**config.mk**
```make
export PLATFORM = sky130hd
export DESIGN_NAME = base_aserialize
export DESIGN_NICKNAME = d
export VERILOG_FILES = /design/src/rtl/base_aserialize.sv
export SDC_FILE = /design/constraint.sdc
export NUM_CORES = 1
export LEC_CHECK = 0
export ABC_AREA = 1
export CAP_MARGIN = 20
export CORE_ASPECT_RATIO = 0.8
export CORE_UTILIZATION = 54
export DETAILED_ROUTE_END_ITERATION = 6
export PLACE_DENSITY = 0.92
export SLEW_MARGIN = 20
export SYNTH_ARGS = -nofsm -noshare
export SYNTH_HDL_FRONTEND = slang
export SYNTH_SLANG_ARGS = --single-unit
```
**constraint.sdc**
```tcl
create_clock -name clk -period 4 [get_ports clk]
set_input_delay 0.4 -clock clk [delete_from_list [all_inputs] [get_ports clk]]
set_output_delay 0.4 -clock clk [all_outputs]
set_load 0.005 [all_outputs]
```
**src/rtl/base_aserialize.sv**
```systemverilog
// Wide-to-narrow serialiser: accepts one ratio*width word (plus sideband) and
// emits it as ratio registered beats on a valid/ready link, o_last on the final beat.
module base_aserialize #(
  parameter int width     = 8,
  parameter int del_width = 0,
  parameter int ratio     = 4
) (
  input  logic                            clk,
  input  logic                            reset,
  input  logic                            i_v,
  input  logic [ratio*width+del_width-1:0] i_d,
  output logic                            i_r,
  output logic                            o_v,
  output logic [width+del_width-1:0]      o_d,
  output logic                            o_last,
  input  logic                            o_r
);

  localparam int RW = ratio * width;
  localparam int DW = RW + del_width;
  localparam int CW = (ratio > 1) ? $clog2(ratio) : 1;
  localparam logic [CW-1:0] LAST = CW'(ratio - 1);

  logic [RW-1:0]    word_q;
  logic [CW-1:0]    cnt_q;
  logic             full_q;
  logic [width-1:0] pay_q;
  logic             last_q;
  logic             in_xfer;
  logic             out_xfer;

  // Bit 0 of the bus is the most significant bit, so beat 0 sits at the top.
  function automatic logic [width-1:0] beat_of(input logic [RW-1:0] w,
                                               input logic [CW-1:0] k);
    logic [RW-1:0] s;
    s = w << (int'(k) * width);
    return s[RW-1 -: width];
  endfunction

  // The only o_r -> i_r path: a new word may land on the edge the last beat leaves.
  assign i_r      = ~full_q | (o_r & last_q);
  assign in_xfer  = i_v & i_r;
  assign out_xfer = full_q & o_r;
  assign o_v      = full_q;
  assign o_last   = last_q;

  always_ff @(posedge clk or negedge reset) begin
    if (!reset) begin
      word_q <= '0;
      cnt_q  <= '0;
      full_q <= 1'b0;
      pay_q  <= '0;
      last_q <= 1'b0;
    end else if (in_xfer) begin
      word_q <= i_d[DW-1 -: RW];
      cnt_q  <= '0;
      full_q <= 1'b1;
      pay_q  <= i_d[DW-1 -: width];
      last_q <= (LAST == '0);
    end else if (out_xfer) begin
      if (cnt_q == LAST) begin
        cnt_q  <= '0;
        full_q <= 1'b0;
        last_q <= 1'b0;
      end else begin
        cnt_q  <= cnt_q + CW'(1);
        pay_q  <= beat_of(word_q, cnt_q + CW'(1));
        last_q <= ((cnt_q + CW'(1)) == LAST);
      end
    end
  end

  generate
    if (del_width > 0) begin : g_side
      logic [del_width-1:0] side_q;

      always_ff @(posedge clk or negedge reset) begin
        if (!reset) begin
          side_q <= '0;
        end else if (in_xfer) begin
          side_q <= i_d[del_width-1:0];
        end
      end

      assign o_d = {pay_q, side_q};
    end else begin : g_noside
      assign o_d = pay_q;
    end
  endgenerate

endmodule

```
==> impl_metrics.csv <==
group,metric,value,unit
worst_setup_path,critical_path_arrival,2.54,ns
timing,hold_violations,0,
timing,maxSlewHeadroom,37.4,%
global_routing,grt_max_degree,49,
placement,hpwl,3150,um
yosys,synth_area,2160,um2
timing,min_period_over_period,59.1,%
routing,first_pass_iters,4,
timing,worst_slack,1.64,ns
finish,multiInputGateArea,850,um2
pwr,finalPower,2.04,mW
routing,route.detailed.drc,0,
yosys,synth_nets,290,
finish,finish.utilization,70.5,%
global_routing,overflow,0,
die,start_util,56.8,%
die,dieArea,4260,um2
yosys,yosysSeqAreaShare,50.9,%
routing,num_vias,1722,
yosys,synth_most_common_cell,"nand2_1",
yosys,ys_async_sr_fraction,100,%
worst_setup_path,setup.worst_path.end_class,"flip-flop",
timing,setup_viol,0,
finish,final_cells,350,
timing,tns,0,ns
routing,initialDrtViolationCount,173,
yosys,syn_inst,252,
die,pin_count,47,
routing,ant_nets,0,
finish,nFillCells,313,
global_routing,top_usage_layer,"met2",
finish,final-seq-area,1100,um2
cts,cts_max_level,2,
global_routing,grtUsageTotal,23.5,%
global_routing,grt_use_met1,32.1,%
routing,drt-wirelength-per-cell,12.6,um
cts,cts_tree,"done",
status,status,"completed",
cts,cts_setup_buffers,0,
timing,rsz0062_at_grt,"false",
die,num_rows,20,
worst_setup_path,critPathMaxFanout,21,
pwr,leakage,1.34,nW
cts,clk_latency,0.30,ns
worst_setup_path,start_kind,"flip-flop",
yosys,ys_warn_count,0,
yosys,yosys_register_bits,44,
global_routing,met3_usage,5.14,%
yosys,yosysTopAreaCell,"dfrtp_1",
cts,clock_path_buffers,2,
global_routing,grt_util_met2,37.8,%
placement,dp_cells,342,
placement,gp_congestion,0.896,
placement,place_ws,1.69,ns
routing,viasPerCell,4.92,
finish,fin_area,2680,um2
finish,diodes,0,
run,drv_cap,0,
yosys,syn_avg_cell_area,8.58,um2
yosys,synth_edf_count,0,
cts,cts_buffers,5,
yosys,synth.top_cell.area_share,50.9,%
yosys,synthTopCellsByCount,"95 x nand2_1, 44 x dfrtp_1, 23 x inv_1",
placement,portBuffers,46,
finish,synthToLayoutAreaGrowth,24.1,%
yosys,ys_top_cells_by_area,"dfrtp_1 51%, nand2_1 16%, nand2_2 4.1%",
worst_hold_path,hp-class,"in -> async",
cts,cts_hold_buf,0,
pwr,ir_worst_vdd,0.000364,V
cts,clock-sinks,44,
die,core_area,3800,um2
global_routing,antenna_found_initial,0,
yosys,yosysUniqueCellTypes,20,
cts,root_buffer,"clkbuf_8",
global_routing,grt_pass1_wl,7570,um
yosys,synthFlopType,"dfrtp_1",
pwr,power.density,762,nW/um2
timing,fmaxAchievable,423,MHz
timing,tightest_slew,0.939,ns
routing,drt-total-wl,4400,um
placement,place_area,2570,um2
timing,min_period,2.36,ns
timing,drv_slew,0,
timing,timing.hold.ws,0.241,ns
finish,drive_above_1_share,13.6,%
timing,fin_worst_skew,0.00686,ns
finish,fin_nets,332,
cts,clk_pin_slew,0.08,ns
worst_setup_path,crit_type,"reg -> reg",
worst_setup_path,required,4.18,ns
die,die_y,58.6,um
die,die_w,72.7,um
global_routing,first_global_vias,1724,
cts,cts_resized,0,
critical path: stages, from the launching register on:
cell	delay (ns)
dfrtp_1	0.72
inv_1	0.38
ha_1	0.64
inv_1	0.17
o211ai_1	0.14
nand2_1	0.07
nand2_1	0.06
nand3_1	0.06
flip-flops by register name, indices dropped and copies added (netlist names):
name,count
cnt_q,2
o_d,8
o_last,1
o_v,1
word_q,32
cells by family after synthesis:
| kind of cell | share of synthesized area (%) |
|---|---|
| compound gates | 10.6 |
| fa+ha+maj | 1.16 |
| mux | 0.521 |
| simple gates | 27.0 |
| buf+inv | 9.78 |
| flops | 50.9 |
worst paths after layout:
path | from | end | slack [ns] | cells past startpoint
min in group clk | word_q[4] | word_q[4] | 0.50 | 2
setup reg to reg | cnt_q[0] | o_d[2] | 1.64 | 7
max in group asynchronous | reset | o_d[2] | 3.17 | 1
setup / recovery | cnt_q[0] | o_d[2] | 1.64 | 7
hold / removal | reset | word_q[3] | 0.24 | 1
hold reg to reg | word_q[4] | word_q[4] | 0.50 | 2
cell usage in the layout, fill, tap and decap left out, drive strengths merged:
cell / n
ha: 2
o21ai: 22
dfrtp: 44
clkbuf: 6
nor2: 10
o211ai: 9
mux2: 1
clkdlybuf4s50: 45
clkinv: 1
buf: 1
bufinv: 1
nand3: 12
inv: 26
a21oi: 3
nand2: 112
routing by layer:
metal	vias to the layer above	wire (um)	part of all wire (%)
met4	0	31	0.71
met2	55	2110	48
met1	794	2010	46
met3	4	247	5.6
met5	-	0	0
li1	869	-	-
area by class of cell:
| cell class | instances | area share, % |
|---|---|---|
| Sequential cell | 44 | 41.0 |
| Clock inverter | 2 | 1.31 |
| Inverter | 26 | 3.73 |
| Clock buffer | 6 | 2.71 |
| Timing Repair Buffer | 46 | 17.0 |
| Tap cell | 55 | 2.57 |
| Multi-Input combinational cell | 171 | 31.7 |
report_power, final:
part	switching (mW)	internal (mW)
registers	0.136	0.659
clock network	0.145	0.185
logic	0.526	0.392
No activity file was read; power rests on OpenSTA's default activity.
